<file path="config.mk">
export PLATFORM = sky130hd
export DESIGN_NAME = hazard_ctrl
export DESIGN_NICKNAME = d
export VERILOG_FILES = /design/src/rtl/hazard_pkg.sv /design/src/rtl/hazard_detect.sv /design/src/rtl/hazard_ctrl.sv
export SDC_FILE = /design/constraint.sdc
export NUM_CORES = 1
export LEC_CHECK = 0
export CORE_MARGIN = 2
export CORE_UTILIZATION = 38
export CTS_CLUSTER_DIAMETER = 60
export DETAILED_ROUTE_END_ITERATION = 10
export GPL_TIMING_DRIVEN = 0
export PLACE_DENSITY = 0.88
export SETUP_SLACK_MARGIN = 0.15
export SLEW_MARGIN = 5
export SYNTH_ARGS = -nofsm -noshare
export SYNTH_HDL_FRONTEND = slang
export SYNTH_SLANG_ARGS = --single-unit
</file>
<file path="constraint.sdc">
create_clock -name clk_i -period 2.4 [get_ports clk_i]
set_clock_uncertainty 0.15 [all_clocks]
set_input_delay 0.24 -clock clk_i [delete_from_list [all_inputs] [get_ports clk_i]]
set_output_delay 0.24 -clock clk_i [all_outputs]
set_load 0.05 [all_outputs]
</file>
<file path="src/rtl/hazard_pkg.sv">
//------------------------------------------------------------------------------
// Module   : hazard_pkg
// Brief    : Shared types and constants for the miniRV hazard sequencer.
// Revision : 1.0 - initial release
//------------------------------------------------------------------------------
`default_nettype none

package hazard_pkg;

    typedef logic [1:0] state_t;

    localparam state_t RUN      = 2'd0;
    localparam state_t LU_STALL = 2'd1;
    localparam state_t FLUSH    = 2'd2;
    localparam state_t MEM_WAIT = 2'd3;

    localparam logic [4:0] REG_X0 = 5'd0;
    localparam int         CNT_W  = 3;

endpackage

`default_nettype wire

</file>
<file path="src/rtl/hazard_detect.sv">
//------------------------------------------------------------------------------
// Module   : hazard_detect
// Brief    : Combinational load-use comparator between ID sources and EX rd.
// Revision : 1.0 - initial release
//------------------------------------------------------------------------------
`default_nettype none

module hazard_detect
    import hazard_pkg::*;
(
    input  logic [4:0] i_id_rs1,
    input  logic [4:0] i_id_rs2,
    input  logic       i_id_rs1_used,
    input  logic       i_id_rs2_used,
    input  logic [4:0] i_ex_rd,
    input  logic       i_ex_wen,
    input  logic       i_ex_is_load,
    output logic       o_lu_hit
);

    logic w_rs1_match;
    logic w_rs2_match;

    assign w_rs1_match = i_id_rs1_used && (i_id_rs1 == i_ex_rd);
    assign w_rs2_match = i_id_rs2_used && (i_id_rs2 == i_ex_rd);

    // x0 is hardwired zero, so a load targeting it never creates a dependency
    assign o_lu_hit = i_ex_is_load && i_ex_wen && (i_ex_rd != REG_X0) &&
                      (w_rs1_match || w_rs2_match);

endmodule

`default_nettype wire

</file>
<file path="src/rtl/hazard_ctrl.sv">
//------------------------------------------------------------------------------
// Module   : hazard_ctrl
// Brief    : Stall/flush sequencer for the 5-stage pipeline (load-use, redirect,
//            memory wait). Define HAZARD_PERF_CNT_EN for saturating perf counters.
// Revision : 1.0 - initial release
//------------------------------------------------------------------------------
`default_nettype none

module hazard_ctrl
    import hazard_pkg::*;
#(
    parameter int LOAD_USE_CYCLES = 1,
    parameter int FLUSH_CYCLES    = 1
)(
    input  logic       clk_i,
    input  logic       rst_i,
    input  logic [4:0] id_rs1_i,
    input  logic [4:0] id_rs2_i,
    input  logic       id_rs1_used_i,
    input  logic       id_rs2_used_i,
    input  logic [4:0] ex_rd_i,
    input  logic       ex_wen_i,
    input  logic       ex_is_load_i,
    input  logic       ex_redirect_i,
    input  logic       mem_busy_i,
    output logic       keep_pc_o,
    output logic       keep_if_id_o,
    output logic       keep_id_ex_o,
    output logic       flush_if_id_o,
    output logic       bubble_id_ex_o,
    output logic [1:0] state_o
`ifdef HAZARD_PERF_CNT_EN
   ,output logic [31:0] lu_stall_cnt_o,
    output logic [31:0] flush_cnt_o,
    output logic [31:0] mem_wait_cnt_o
`endif
);

    if (LOAD_USE_CYCLES < 1 || LOAD_USE_CYCLES > 7) begin : g_lu_range_err
        $error("LOAD_USE_CYCLES must be in 1..7");
    end
    if (FLUSH_CYCLES < 1 || FLUSH_CYCLES > 7) begin : g_fl_range_err
        $error("FLUSH_CYCLES must be in 1..7");
    end

    localparam logic [CNT_W-1:0] c_lu_reload = CNT_W'(LOAD_USE_CYCLES - 1);
    localparam logic [CNT_W-1:0] c_fl_reload = CNT_W'(FLUSH_CYCLES - 1);
    localparam logic [CNT_W-1:0] c_cnt_one   = CNT_W'(1);
    localparam state_t           c_lu_next   = (LOAD_USE_CYCLES > 1) ? LU_STALL : RUN;
    localparam state_t           c_fl_next   = (FLUSH_CYCLES > 1) ? FLUSH : RUN;

    state_t           r_state, r_ret_state;
    state_t           w_eff_state, w_next_state, w_next_ret;
    logic [CNT_W-1:0] r_cnt, w_next_cnt;
    logic             w_lu_hit;
    logic             w_lu_bubble;

    hazard_detect u_detect (
        .i_id_rs1      (id_rs1_i),
        .i_id_rs2      (id_rs2_i),
        .i_id_rs1_used (id_rs1_used_i),
        .i_id_rs2_used (id_rs2_used_i),
        .i_ex_rd       (ex_rd_i),
        .i_ex_wen      (ex_wen_i),
        .i_ex_is_load  (ex_is_load_i),
        .o_lu_hit      (w_lu_hit)
    );

    always_comb begin
        // Leaving MEM_WAIT resumes the preempted state within the same cycle
        w_eff_state    = (r_state == MEM_WAIT && !mem_busy_i) ? r_ret_state : r_state;
        keep_pc_o      = 1'b0;
        keep_if_id_o   = 1'b0;
        keep_id_ex_o   = 1'b0;
        flush_if_id_o  = 1'b0;
        bubble_id_ex_o = 1'b0;
        w_lu_bubble    = 1'b0;
        w_next_state   = RUN;
        w_next_cnt     = r_cnt;
        w_next_ret     = r_ret_state;

        if (mem_busy_i) begin
            keep_pc_o    = 1'b1;
            keep_if_id_o = 1'b1;
            keep_id_ex_o = 1'b1;
            w_next_state = MEM_WAIT;
            if (r_state != MEM_WAIT) begin
                w_next_ret = r_state;
            end
        end else if (ex_redirect_i) begin
            flush_if_id_o  = 1'b1;
            bubble_id_ex_o = 1'b1;
            w_next_cnt     = c_fl_reload;
            w_next_state   = c_fl_next;
        end else begin
            case (w_eff_state)
                LU_STALL: begin
                    keep_pc_o      = 1'b1;
                    keep_if_id_o   = 1'b1;
                    bubble_id_ex_o = 1'b1;
                    w_lu_bubble    = 1'b1;
                    w_next_cnt     = r_cnt - c_cnt_one;
                    w_next_state   = (r_cnt == c_cnt_one) ? RUN : LU_STALL;
                end
                FLUSH: begin
                    flush_if_id_o = 1'b1;
                    w_next_cnt    = r_cnt - c_cnt_one;
                    w_next_state  = (r_cnt == c_cnt_one) ? RUN : FLUSH;
                end
                default: begin
                    if (w_lu_hit) begin
                        keep_pc_o      = 1'b1;
                        keep_if_id_o   = 1'b1;
                        bubble_id_ex_o = 1'b1;
                        w_lu_bubble    = 1'b1;
                        w_next_cnt     = c_lu_reload;
                        w_next_state   = c_lu_next;
                    end
                end
            endcase
        end

        if (rst_i) begin
            keep_pc_o      = 1'b0;
            keep_if_id_o   = 1'b0;
            keep_id_ex_o   = 1'b0;
            flush_if_id_o  = 1'b1;
            bubble_id_ex_o = 1'b1;
            w_lu_bubble    = 1'b0;
        end
    end

    always_ff @(posedge clk_i or posedge rst_i) begin
        if (rst_i) begin
            r_state     <= RUN;
            r_ret_state <= RUN;
            r_cnt       <= '0;
        end else begin
            r_state     <= w_next_state;
            r_ret_state <= w_next_ret;
            r_cnt       <= w_next_cnt;
        end
    end

    assign state_o = r_state;

`ifdef HAZARD_PERF_CNT_EN
    logic [31:0] r_lu_stall_cnt, r_flush_cnt, r_mem_wait_cnt;

    always_ff @(posedge clk_i or posedge rst_i) begin
        if (rst_i) begin
            r_lu_stall_cnt <= '0;
            r_flush_cnt    <= '0;
            r_mem_wait_cnt <= '0;
        end else begin
            if (w_lu_bubble && r_lu_stall_cnt != '1) begin
                r_lu_stall_cnt <= r_lu_stall_cnt + 32'd1;
            end
            if (flush_if_id_o && r_flush_cnt != '1) begin
                r_flush_cnt <= r_flush_cnt + 32'd1;
            end
            if (r_state == MEM_WAIT && r_mem_wait_cnt != '1) begin
                r_mem_wait_cnt <= r_mem_wait_cnt + 32'd1;
            end
        end
    end

    assign lu_stall_cnt_o = r_lu_stall_cnt;
    assign flush_cnt_o    = r_flush_cnt;
    assign mem_wait_cnt_o = r_mem_wait_cnt;
`endif

endmodule

`default_nettype wire

</file>
# Word-level counts from Yosys, hierarchy flattened
# Index checks and enable logic that the tools add are counted.
# W data, S select, Z words.
[totals]
output_inout_bits = 7
ramBits = 0
inputBits = 23
memories = 0
latch_bits = 0
mem_bits_ro = 0
regBits = 7
[classes]
div = 0
addsub = 1
eq_ne = 7
reduce_logical = 13
n_lt_le_gt_ge = 0
bitwise = 1
muxes = 23
n_mul = 0
shift = 0
[op_table]
columns = ["operator", "n"]
rows = [
  ["$mux W1", 14],
  ["$eq A5 B5 Y1", 2],
  ["$mux W3", 3],
  ["$mux W2", 4],
  ["$logic_and A1 B1 Y1", 6],
  ["$reduce_bool A5 Y1", 1],
  ["$eq A2 B2 Y1 const B", 2],
  ["$pmux W2 S2", 1],
  ["$reduce_and A2 Y1", 2],
  ["$eq A3 B1 Y1 const B", 1],
  ["$reduce_bool A3 Y1", 1],
  ["$sub A3 B1 Y3 const B", 1],
  ["$eq A2 B1 Y1 const B", 1],
  ["$ne A2 B2 Y1 const B", 1],
  ["$pmux W1 S2", 1],
  ["$reduce_or A2 Y1", 1],
  ["$logic_not A1 Y1", 1],
  ["$logic_or A1 B1 Y1", 1],
  ["$not A1 Y1", 1],
]

# Depth between registers and ports, before layout
# Gate-level depths: netlist of run 1.
[depth]
word_depth = 9
ltp_mapped = 10
depth_no_buf = 8

# By module
# From an unflattened synthesis of run 1, not the netlist that was laid out.
[hier_totals]
hier_cells = 70
hier_area_um2 = 590.6
[modules_own_cells]
columns = ["module", "area_each_um2", "seq_area_each_um2", "cells_each", "instances"]
rows = [
  ["hazard_ctrl", 455.4, 175.2, 53, 1],
  ["hazard_detect", 135.1, 0.0, 17, 1],
]

# Worst setup path after synthesis of run 1
# OpenSTA, ideal clock, no wires.
[synth_path]
path_kind = "register to output"
start = "reg r_state[0] (netlist: state_o[0])"
end = "out keep_pc_o"
n_path_buf = 1
required_ns = 2.010
stages_incl_launch_ff = 8
arrival_ns = 2.947
path_slack_ns = -0.937
path_cell_list = "dfrtp_1 -> inv_1 -> o31a_1 -> ha_1 -> nor2b_1 -> or3b_1 -> a21oi_1 -> buf_4"
[synth_via]
elab_chain_len = 8
elab_cells_between_ends = 9
cone_classes = "eq/ne: 3; mux: 5; reduce/logical: 1"
[synth_lines]
columns = ["item", "line_no", "rtl"]
rows = [
  ["from (decl)", "hazard_ctrl.sv:52", "state_t r_state, r_ret_state;"],
  ["from (signal assigned)", "hazard_ctrl.sv:139", "r_state <= w_next_state;"],
  ["$eq A2 B2 Y1", "hazard_ctrl.sv:71", "w_eff_state = (r_state == MEM_WAIT && !mem_busy_i) ? r_ret_state : r_state;"],
  ["$logic_and A1 B1 Y1", "hazard_ctrl.sv:71", ""],
  ["$mux W2 (*)", "hazard_ctrl.sv:71", ""],
  ["$eq A2 B2 Y1 / $eq A2 B1 Y1 (equally long branches)", "--", ""],
  ["$pmux W1 S2 (*)", "--", ""],
  ["$mux W1 (*) (3 in series)", "--", ""],
  ["to (decl)", "hazard_ctrl.sv:26", "output logic keep_pc_o,"],
]
# Mark *: on every way between the ends. The rest lies on a longest branch, timed or not.

# Worst setup path in the final report of run 1
[layout_path]
start = "reg r_ret_state[1]"
end = "out keep_pc_o"
[layout_via]
elab_chain_len = 6
elab_cells_between_ends = 7
cone_classes = "eq/ne: 2; mux: 5"
[layout_lines]
columns = ["item", "line_no", "rtl"]
rows = [
  ["from (decl)", "hazard_ctrl.sv:52", ""],
  ["from (signal assigned)", "hazard_ctrl.sv:140", "r_ret_state <= w_next_ret;"],
  ["$mux W2 (*)", "hazard_ctrl.sv:71", ""],
  ["$eq A2 B2 Y1 / $eq A2 B1 Y1 (equally long branches)", "hazard_ctrl.sv:96", "case (w_eff_state)"],
  ["$pmux W1 S2 (*)", "hazard_ctrl.sv:96", ""],
  ["$mux W1 (*)", "hazard_ctrl.sv:90", "end else if (ex_redirect_i) begin"],
  ["$mux W1 (*)", "hazard_ctrl.sv:82", "if (mem_busy_i) begin"],
  ["$mux W1 (*)", "hazard_ctrl.sv:123", "if (rst_i) begin"],
]
# Marked as above.

==> out/qor.yml, run 1 <==
outcome: "complete, but fails checks"
violations: "negative setup slack"
cp-start-kind: "register"
max_freq_mhz: 385
pin_count: 30
antenna_found_initial: 0
fin_nets: 138
multiInputGateArea_um2: 429
firstDrtPassIters: 4
path_cells: "o31a_1 -> ha_4 -> nor2b_4 -> or3b_4 -> a21oi_4 -> buf_6 -> buf_8"
setup_viol: 3
grt_max_degree: 11
diodes: 0
p_clk_frac: 0.206
clk_pin_slew_worst_paths_ns: 0.05
fp.dieW_um: 43.6
p_comb_frac: 0.489
synth_cells: 73
rows: 14
numPortBuffers: 29
yosysUniqueCellTypes: 25
core_area_um2: 1490
power_mw: 0.560
syn_area_um2: 597
drtAntennaViolNets: 0
seqPwrFrac: 0.305
worstPathMaxFanout: 2
synth-compound-area-share: 0.184
min_period_ns: 2.60
seqCellArea_um2: 176
synth.avg_cell_area_um2: 8.18
drc: 0
place_congestion: 0.705
intPower_mw: 0.348
num_vias: 661
overflow: 0
min_period_over_period: 1.08
synthArstFlopShare: 1.00
worst_ep_arrival_time_ns: 2.21
hold_slack_ns: 0.213
dpl_cell_area_um2: 928
grt_pass1_vias: 641
path_buf_inv: 2
grt_usage: 0.192
crit_type: "register to primary output"
finalHoldViolations: 0
numCtsBuffers: 3
synth-seq-cells: 7
synth_common_cells: "nor2_1, xor2_1, dfrtp_1, inv_1, a21oi_1"
cp_top_family: "simple AND/OR/NAND/NOR gates"
timing.final.ws_setup_ns: -0.199
dieArea_um2: 1900
synth_ff_type: "dfrtp_1"
synth_top_area_share: 0.294
power_density_nw_per_um2: 539
synth_warnings: 0
wl_um: 1640
grt_pass1_wl_um: 2600
synth_xor_area_frac: 0.147
cp.required_ns: 2.01
layout-drive-gt1-share: 0.236
root_buffer: "clkbuf_4"
max-vdd-ir-drop_mv: 0.257
final_area_um2: 1040
cts_sinks: 7
synth_top_cell_by_area: "dfrtp_1"
slew_headroom: 0.663
synth.area.top_cells: "dfrtp_1, xor2_1, ha_1"
crit_path_top_delay_cell: "or3b_4"
nFillCells: 111
swShare: 0.379
place_inst: 118
rsz0062_at_grt: "yes"
syn_nets: 100
hold_class: "input pin to async pin"
dp_slack_ns: -1.32
synth_top_family_by_area: "simple AND/OR/NAND/NOR gates"
power.leakage_nw: 0.452
hold_buffers: 0
cpPeakStageDelay_ns: 0.40
synth_most_common_cell: "nor2_1"
initial_utilization: 0.401
htreeDepth: 1
tightest_slew_ns: 0.505
die_h_um: 43.6
clk_path_buf_depth: 2
fin_cells: 126
area_growth_pct: 74.0
p_switching_mw: 0.212
yosys-mux-area-fraction: 0
clk_latency_ns: 0.26
slew_viol_final: 0
worstSetupEndpointType: "primary output"
vias_per_cell: 5.25
synthSimpleGateAreaFrac: 0.222
yosysSeqAreaShare: 0.294
cts_tree: "yes"
synth_edf_count: 0
dp.final_hpwl_um: 1170
wire_per_inst_um: 13.0
synthAdderAreaFrac: 0.0839
drtIter0Drc: 15
maxCapViolCount: 0
worst reg2reg max path, stage by stage (launching register included):
cell and delay [ns]:
dfrtp_1 0.38, o31a_1 0.35, ha_4 0.23, buf_4 0.14, or2_4 0.25, clkbuf_8 0.14
buf_6 0.12, a21oi_1 0.19, a21o_1 0.16
power by group through the flow:
stage	clock (mW)	combinational, mW	sequential, mW
floorplan	0	0.134	0.175
global placement	0	0.218	0.168
detailed placement	0	0.228	0.169
CTS	0.118	0.257	0.168
global route	0.122	0.299	0.173
finish	0.115	0.273	0.171
cell type report:
class / count / share of cell area
well taps: 16 / 0.0193
repair buffers: 33 / 0.310
inverters: 7 / 0.0253
flip-flops and latches: 7 / 0.170
plain buffers: 3 / 0.0373
multi-input cells: 56 / 0.413
clock buffers: 4 / 0.0253
cell families (layout without fill, tap and decap cells):
| kind of cell | count (synthesis) | in the layout |
|---|---|---|
| simple gates | 24 | 24 |
| xor+xnor | 10 | 10 |
| fa+ha+maj | 4 | 4 |
| flops | 7 | 7 |
| buf+inv | 10 | 47 |
| compound gates | 18 | 18 |
placed cells by master (no fill, tap or decap), drive strengths merged, types with 2 or more instances in the layout:
master,instances
clkdlybuf4s50,24
nor2,9
xor2,8
buf,8
clkbuf,8
inv,7
dfrtp,7
a21oi,6
o21ai,5
nor2b,4
ha,4
a21o,3
xnor2,2
nor3,2
nor4,2
nand2,2
metrics by stage:
stage / util / TNS [ns]
2_1_floorplan: - / -0.364
4_1_cts: 0.687 / -0.487
5_1_grt: 0.697 / -0.748
6_report: 0.697 / -0.560
3_3_place_gp: 0.624 / -5.56
3_5_place_dp: 0.624 / -5.95
state kept, by name, indices dropped and copies added (netlist names):
name	flops
state_o	2
r_ret_state	2
r_cnt	3
worst paths after layout:
path | from | end | slack, ns | cells past startpoint
hold / removal | rst_i | state_o[1]$_DFF_PP0_ | 0.21 | 2
min in group clk_i | mem_busy_i | r_ret_state[1]$_DFFE_PP0P_ | 0.26 | 3
max in group asynchronous | rst_i | state_o[0]$_DFF_PP0_ | 1.64 | 2
setup / recovery | r_ret_state[1]$_DFFE_PP0P_ | keep_pc_o | -0.20 | 7
setup reg to reg | r_ret_state[1]$_DFFE_PP0P_ | state_o[0]$_DFF_PP0_ | 0.23 | 8
hold reg to reg | r_cnt[1]$_DFFE_PP0P_ | r_cnt[1]$_DFFE_PP0P_ | 0.35 | 2
metal layers:
| layer | up-vias | wire length, µm | GRT usage |
|---|---|---|---|
| li1 | 318 | - | - |
| met1 | 295 | 592 | 0.194 |
| met2 | 40 | 817 | 0.318 |
| met3 | 8 | 148 | 0.0583 |
| met4 | 0 | 84 | 0.164 |
| met5 | - | 0 | 0 |
repair_timing:
item / in CTS / in global routing
gates cloned: 0 / 0
pin swaps: 2 / 1
setup buffers: 2 / 2
gates resized for setup: 36 / 7
setup endpoints to repair: 10 / 8
No activity file was read; power rests on OpenSTA's default activity.
==> run 2: changes to the inputs <==
Settings changed: CORE_MARGIN 2 to 5, GPL_ROUTABILITY_DRIVEN set to 0.
==> run 2 against run 1 <==
  * The run still ends with negative setup slack left
  * Clock power is 8% lower
  * Via count down 3.6%
  * Worst setup slack better by 0.031 ns
  * First-iteration DRC count down 87%
  * Sequential power down 2%
  * Sequential cell count stayed put
  * Critical path depth rose by 1
  * Combinational power down 6%
  * Critical path type unchanged
==> out/qor.yml, run 2 (synthesis results as in run 1) <==
grt_usage: 0.133  # was 0.192
fin_nets: 136  # was 138
max-vdd-ir-drop_mv: 0.353  # was 0.257 mV
path_buf_inv: 3  # was 2
fin_cells: 124  # was 126
finalHoldViolations: 0  # unchanged
num_vias: 637  # was 661
place_inst: 118  # unchanged
dp.final_hpwl_um: 1280  # was 1170 µm
layout_common_cells: "clkdlybuf4s50_1, nor2_1, xor2_1"  # unchanged
grt_pass1_vias: 652  # was 641
rsz0062_at_grt: "yes"  # unchanged
setup_viol: 3  # unchanged
min_period_ns: 2.57  # was 2.60 ns
cp.required_ns: 2.01  # about the same
intPower_mw: 0.335  # was 0.348 mW
tightest_slew_ns: 0.490  # was 0.505 ns
min_period_over_period: 1.07  # was 1.08
vias_per_cell: 5.14  # was 5.25
cpPeakStageDelay_ns: 0.39  # was 0.40 ns
violations: "negative setup slack"  # unchanged
cts_sinks: 7  # unchanged
max_freq_mhz: 389  # was 385 MHz
finalCoreUtilization: 0.673  # was 0.697
timing.final.ws_setup_ns: -0.169  # was -0.199 ns
die_h_um: 49.6  # was 43.6 µm
drtIter0Drc: 2  # was 15
numPortBuffers: 29  # unchanged
hold_buffers: 0  # unchanged
p_switching_mw: 0.194  # was 0.212 mW
core_area_um2: 1510  # was 1490 µm²
worstSetupEndpointType: "primary output"  # unchanged
wire_per_inst_um: 12.5  # was 13.0 µm
slew_headroom: 0.672  # was 0.663
power_mw: 0.530  # was 0.560 mW
slew_viol_final: 0  # unchanged
cp_top_family: "simple AND/OR/NAND/NOR gates"  # unchanged
seqPwrFrac: 0.316  # was 0.305
final_common_cell: "clkdlybuf4s50_1"  # unchanged
power_density_nw_per_um2: 522  # was 539 nW/µm²
diodes: 0  # unchanged
worst_ep_arrival_time_ns: 2.18  # was 2.21 ns
clk_latency_ns: 0.25  # was 0.26 ns
grt_pass1_wl_um: 2620  # was 2600 µm
clk_path_buf_depth: 2  # unchanged
htreeDepth: 1  # unchanged
overflow: 0  # unchanged
power.leakage_nw: 0.438  # was 0.452 nW
numCtsBuffers: 3  # unchanged
regMostFlops: "r_cnt"  # unchanged
fp.dieW_um: 49.6  # was 43.6 µm
crit_path_top_delay_cell: "or3b_4"  # unchanged
wl_um: 1560  # was 1640 µm
hold_slack_ns: 0.222  # was 0.213 ns
clk_pin_slew_worst_paths_ns: 0.05  # about the same
crit_type: "register to primary output"  # unchanged
maxCapViolCount: 0  # unchanged
firstDrtPassIters: 2  # was 4
dieArea_um2: 2460  # was 1900 µm²
pin_count: 30  # unchanged
area_growth_pct: 69.8  # was 74.0%
p_comb_frac: 0.483  # was 0.489
layout-drive-gt1-share: 0.213  # was 0.236
drtAntennaViolNets: 0  # unchanged
path_cells: "inv_2 -> o31a_1 -> ha_4 -> nor2b_4 -> or3b_4 -> a21oi_4 -> buf_6 -> buf_8"  # was o31a_1 -> ha_4 -> nor2b_4 -> or3b_4 -> a21oi_4 -> buf_6 -> buf_8
grt_max_degree: 11  # unchanged
worstPathMaxFanout: 3  # was 2
antenna_found_initial: 0  # unchanged
cts_tree: "yes"  # unchanged
rows: 14  # unchanged
root_buffer: "clkbuf_4"  # unchanged
hold_class: "input pin to async pin"  # unchanged
cp-start-kind: "register"  # unchanged
drc: 0  # unchanged
initial_utilization: 0.396  # was 0.401
dp_slack_ns: -1.28  # was -1.32 ns
outcome: "complete, but fails checks"  # unchanged
swShare: 0.366  # was 0.379
p_clk_frac: 0.201  # was 0.206
largest_reg_flops: 3  # unchanged
==> run 2: stage by stage <==
step	instance area (µm²)	setup TNS, ns
floorplan	618	-0.364
global placement	928	-5.58
detailed placement	928	-5.72
CTS	997	-0.492
global route	1010	-0.646
finish	1010	-0.412
==> run 2: power groups by stage <==
stage / Clock, mW / Combinational [mW] / Sequential (mW)
3_5_place_dp: 0 / 0.228 / 0.171
5_1_grt: 0.116 / 0.280 / 0.172
3_3_place_gp: 0 / 0.220 / 0.168
6_report: 0.106 / 0.256 / 0.167
2_1_floorplan: 0 / 0.134 / 0.175
4_1_cts: 0.110 / 0.244 / 0.168
==> run 2: worst reg2reg max path, stage by stage, from the launching register on <==
cell and delay, ns:
dfrtp_2 0.36, inv_2 0.03, o31a_1 0.33, ha_4 0.24, or2_2 0.29, clkbuf_8 0.14
buf_4 0.14, nor4b_1 0.27, a21oi_1 0.06, o21ai_0 0.08
==> run 2: path summary, 6_finish.rpt <==
check	endpoint	slack, ns	from	depth (start not counted)
worst min-delay path	r_cnt[0]$_DFFE_PP0P_	0.22	rst_i	2
worst max-delay path	keep_pc_o	-0.17	state_o[0]$_DFF_PP0_	8
min in group clk_i	r_ret_state[1]$_DFFE_PP0P_	0.27	mem_busy_i	3
max in group asynchronous	state_o[0]$_DFF_PP0_	1.63	rst_i	2
worst min register to register	r_ret_state[1]$_DFFE_PP0P_	0.36	r_ret_state[1]$_DFFE_PP0P_	2
worst max register to register	r_cnt[2]$_DFFE_PP0P_	0.22	state_o[0]$_DFF_PP0_	9
==> run 2: final cells by class <==
class                      instances  area [µm²]
tap                               16        20.0
multi-input combinational         56         423
inverter                           7        26.3
buffer                             3        38.8
sequential                         7         176
timing repair buffer              31         303
clock buffer                       4        26.3
fill                             123         493
==> run 2: what timing repair did <==
action / in CTS / in global routing
setup buffers: 2 / 0
resized for setup: 30 / 9
pin swaps: 2 / 0
setup endpoints to repair: 10 / 6
gates cloned: 0 / 0
==> run 2: per-layer routing <==
| metal | vias to the layer above | part of all wire | global-route usage |
|---|---|---|---|
| met3 | 2 | 0.11 | 0.0482 |
| li1 | 318 | - | - |
| met1 | 289 | 0.35 | 0.129 |
| met5 | - | 0 | 0 |
| met4 | 0 | 0.015 | 0.0524 |
| met2 | 28 | 0.53 | 0.250 |
==> run 3: changes to the inputs <==
Settings changed: RECOVER_POWER set to 50.
==> results of run 3 <==
No change in the layout: final DEF, timing and power equal those of run 2.
==> RTL edit, RTL diff (flow settings as in run 3) <==
Register the output `keep_if_id_o`, with the module's reset; this adds one clock of latency there. The other outputs are not delayed to match.
--- a/src/rtl/hazard_ctrl.sv
+++ b/src/rtl/hazard_ctrl.sv
@@ -38,2 +38,4 @@
 
+    logic keep_if_id_d;
+
     if (LOAD_USE_CYCLES < 1 || LOAD_USE_CYCLES > 7) begin : g_lu_range_err
@@ -72,3 +74,3 @@
         keep_pc_o      = 1'b0;
-        keep_if_id_o   = 1'b0;
+        keep_if_id_d   = 1'b0;
         keep_id_ex_o   = 1'b0;
@@ -83,3 +85,3 @@
             keep_pc_o    = 1'b1;
-            keep_if_id_o = 1'b1;
+            keep_if_id_d = 1'b1;
             keep_id_ex_o = 1'b1;
@@ -98,3 +100,3 @@
                     keep_pc_o      = 1'b1;
-                    keep_if_id_o   = 1'b1;
+                    keep_if_id_d   = 1'b1;
                     bubble_id_ex_o = 1'b1;
@@ -112,3 +114,3 @@
                         keep_pc_o      = 1'b1;
-                        keep_if_id_o   = 1'b1;
+                        keep_if_id_d   = 1'b1;
                         bubble_id_ex_o = 1'b1;
@@ -124,3 +126,3 @@
             keep_pc_o      = 1'b0;
-            keep_if_id_o   = 1'b0;
+            keep_if_id_d   = 1'b0;
             keep_id_ex_o   = 1'b0;
@@ -172,2 +174,10 @@
 
+    always_ff @(posedge clk_i or posedge rst_i) begin
+        if (rst_i) begin
+            keep_if_id_o <= '0;
+        end else begin
+            keep_if_id_o <= keep_if_id_d;
+        end
+    end
+
 endmodule
Function: changed (Yosys sat finds a counterexample within 4 cycles, from zero or initial values and one cycle with rst_i high).
==> RTL edit against run 3 <==
Power rose by 10%. Global-route usage grew 1.2 points. Setup slack gained 360 ps. Largest power group unchanged. Critical path type unchanged. Wire length increased by 10%. Highest routed layer unchanged. Cell count rose by 4.8%. Die area up 4.3%. Clock power grew 13%. Cell area rose by 8.0%. Non-clock buffer count rose by 1. Register-to-register slack better by 290 ps. Synthesized area up 5.5%. Sequential cell count grew 1. Via count increased by 6.1%. Critical endpoint is now bubble_id_ex_o.
==> RTL edit: results (changes against run 3) <==
- Status: completed
- Nets: 142 (+4.4%)
- R2R depth: 6 (-3)
- Hold Crit Class: input port to flip-flop
- GRT met3 Usage: 0.0503 (+0.00210)
- Worst setup path end: bubble_id_ex_o
- Slew at the pin closest to its max-slew limit: 494 ps (+3.87 ps)
- Crit. Startpoint: r_ret_state[0]$_DFFE_PP0P_
- Origin of the critical flop-to-flop path: r_ret_state[0]$_DFFE_PP0P_
- Switching share of power: 0.378 (+0.0113)
- Reg2reg end: r_cnt[0]$_DFFE_PP0P_
- Synth Area in Adders: 0.0795 (-0.00433)
- Fill cells: 131 (+6.5%)
- Met2 usage: 0.277 (+0.0269)
- DR DRC count: 0 (unchanged)
- Post CTS Setup Buffer Count: 5 (+3)
- Leak: 0.452 nW (+3.2%)
- Crit-path slowest cell: dfrtp_1
- Drt initial violations: 8 (+6)
- Met1 wire length: 567 µm (+4.8%)
- Worst-case vdd ir drop: 0.000331 V (-6.1%)
- Compound-Gate Fraction of Synth Area: 0.173 (-0.0115)
- Sequential-to-total area share from yosys stat: 0.318 (+0.0246)
- Post_cts resized: 31 (+3.3%)
- Synth top cells by count: 10 x xnor2_1, 9 x nor2_1, 8 x dfrtp_1
- TritonRoute pass-1 iters: 4 (+2)
- Max FFs per register: 3 (unchanged)
- First-pass GRT wire length: 2870 µm (+9.8%)
- FF-to-FF setup slack: 510 ps (+290 ps)
- Register clock-pin slew on the reported worst setup and hold paths: 70 ps (+20 ps)
- Vias in the first global route: 711 (+9.0%)
- Met3 routed WL: 170 µm (-1.7%)
- Hpwl dp: 1360 µm (+6.2%)
- CP top delay family: flip-flops
- Top cells by area, synth: dfrtp_1 32%, xnor2_1 14%, ha_1 8.0%
- Syn nets: 103 (+3.0%)
- GRT met1 Usage: 0.128 (-0.000571)
- Total track usage: 0.146 (+0.0124)
- Worst skew pair latency: 270 ps (+20 ps)
- Mux contribution to synthesized area: 0.0159 (+0.0159)
- Wire length on met2: 938 µm (+15%)
- Routed vias/inst: 5.20 (+1.2%)
- Routed len/inst: 13.2 µm (+5.1%)
- Post-synthesis xor/xnor area fraction: 0.139 (-0.00759)
==> RTL edit: cell types whose count changed after synthesis, sizes merged, moves of 2 or more <==
cell | before | now
xnor2 | 2 | 10
xor2 | 8 | 0
nand3 | 0 | 2
nand4 | 0 | 2
nand2 | 2 | 5
==> RTL edit: through the flow <==
stage | std cells | util | instance area (µm²) | setup WS, ps
after detailed placement | 121 | 0.626 | 965 | -1180
after floorplan | 76 | - | 654 | 141
after global routing | 130 | 0.710 | 1090 | 103
after CTS | 130 | 0.700 | 1080 | 137
after global placement | 121 | 0.626 | 965 | -1130
final | 130 | 0.710 | 1090 | 189
==> RTL edit: worst min path at each step <==
stage / slack [ps] / from / depth (start not counted) / to
global route: 260 / mem_busy_i / 3 / r_ret_state[1]$_DFFE_PP0P_
detailed placement: 350 / r_ret_state[1]$_DFFE_PP0P_ / 2 / r_ret_state[1]$_DFFE_PP0P_
floorplan: -90 / rst_i / 1 / keep_if_id_o$_DFF_PP0_
finish: 250 / mem_busy_i / 3 / r_ret_state[1]$_DFFE_PP0P_
CTS: 250 / rst_i / 2 / keep_if_id_o$_DFF_PP0_
global placement: 340 / r_ret_state[1]$_DFFE_PP0P_ / 2 / r_ret_state[1]$_DFFE_PP0P_
==> RTL edit: power by group through the flow <==
stage          Combinational (mW)  Sequential (mW)  Clock [mW]
2_1_floorplan               0.144            0.195           0
5_1_grt                     0.308            0.190       0.126
4_1_cts                     0.270            0.184       0.122
6_report                    0.279            0.185       0.120
3_3_place_gp                0.235            0.183           0
3_5_place_dp                0.246            0.185           0
==> RTL edit: final cells by class <==
type	instances	area (µm²)	area share
buffer	1	13.8	0.0126
inverter	7	26.3	0.0240
tap	16	20.0	0.0183
sequential	8	201	0.184
timing repair buffer	34	319	0.291
clock buffer	4	26.3	0.0240
multi-input combinational	60	488	0.446
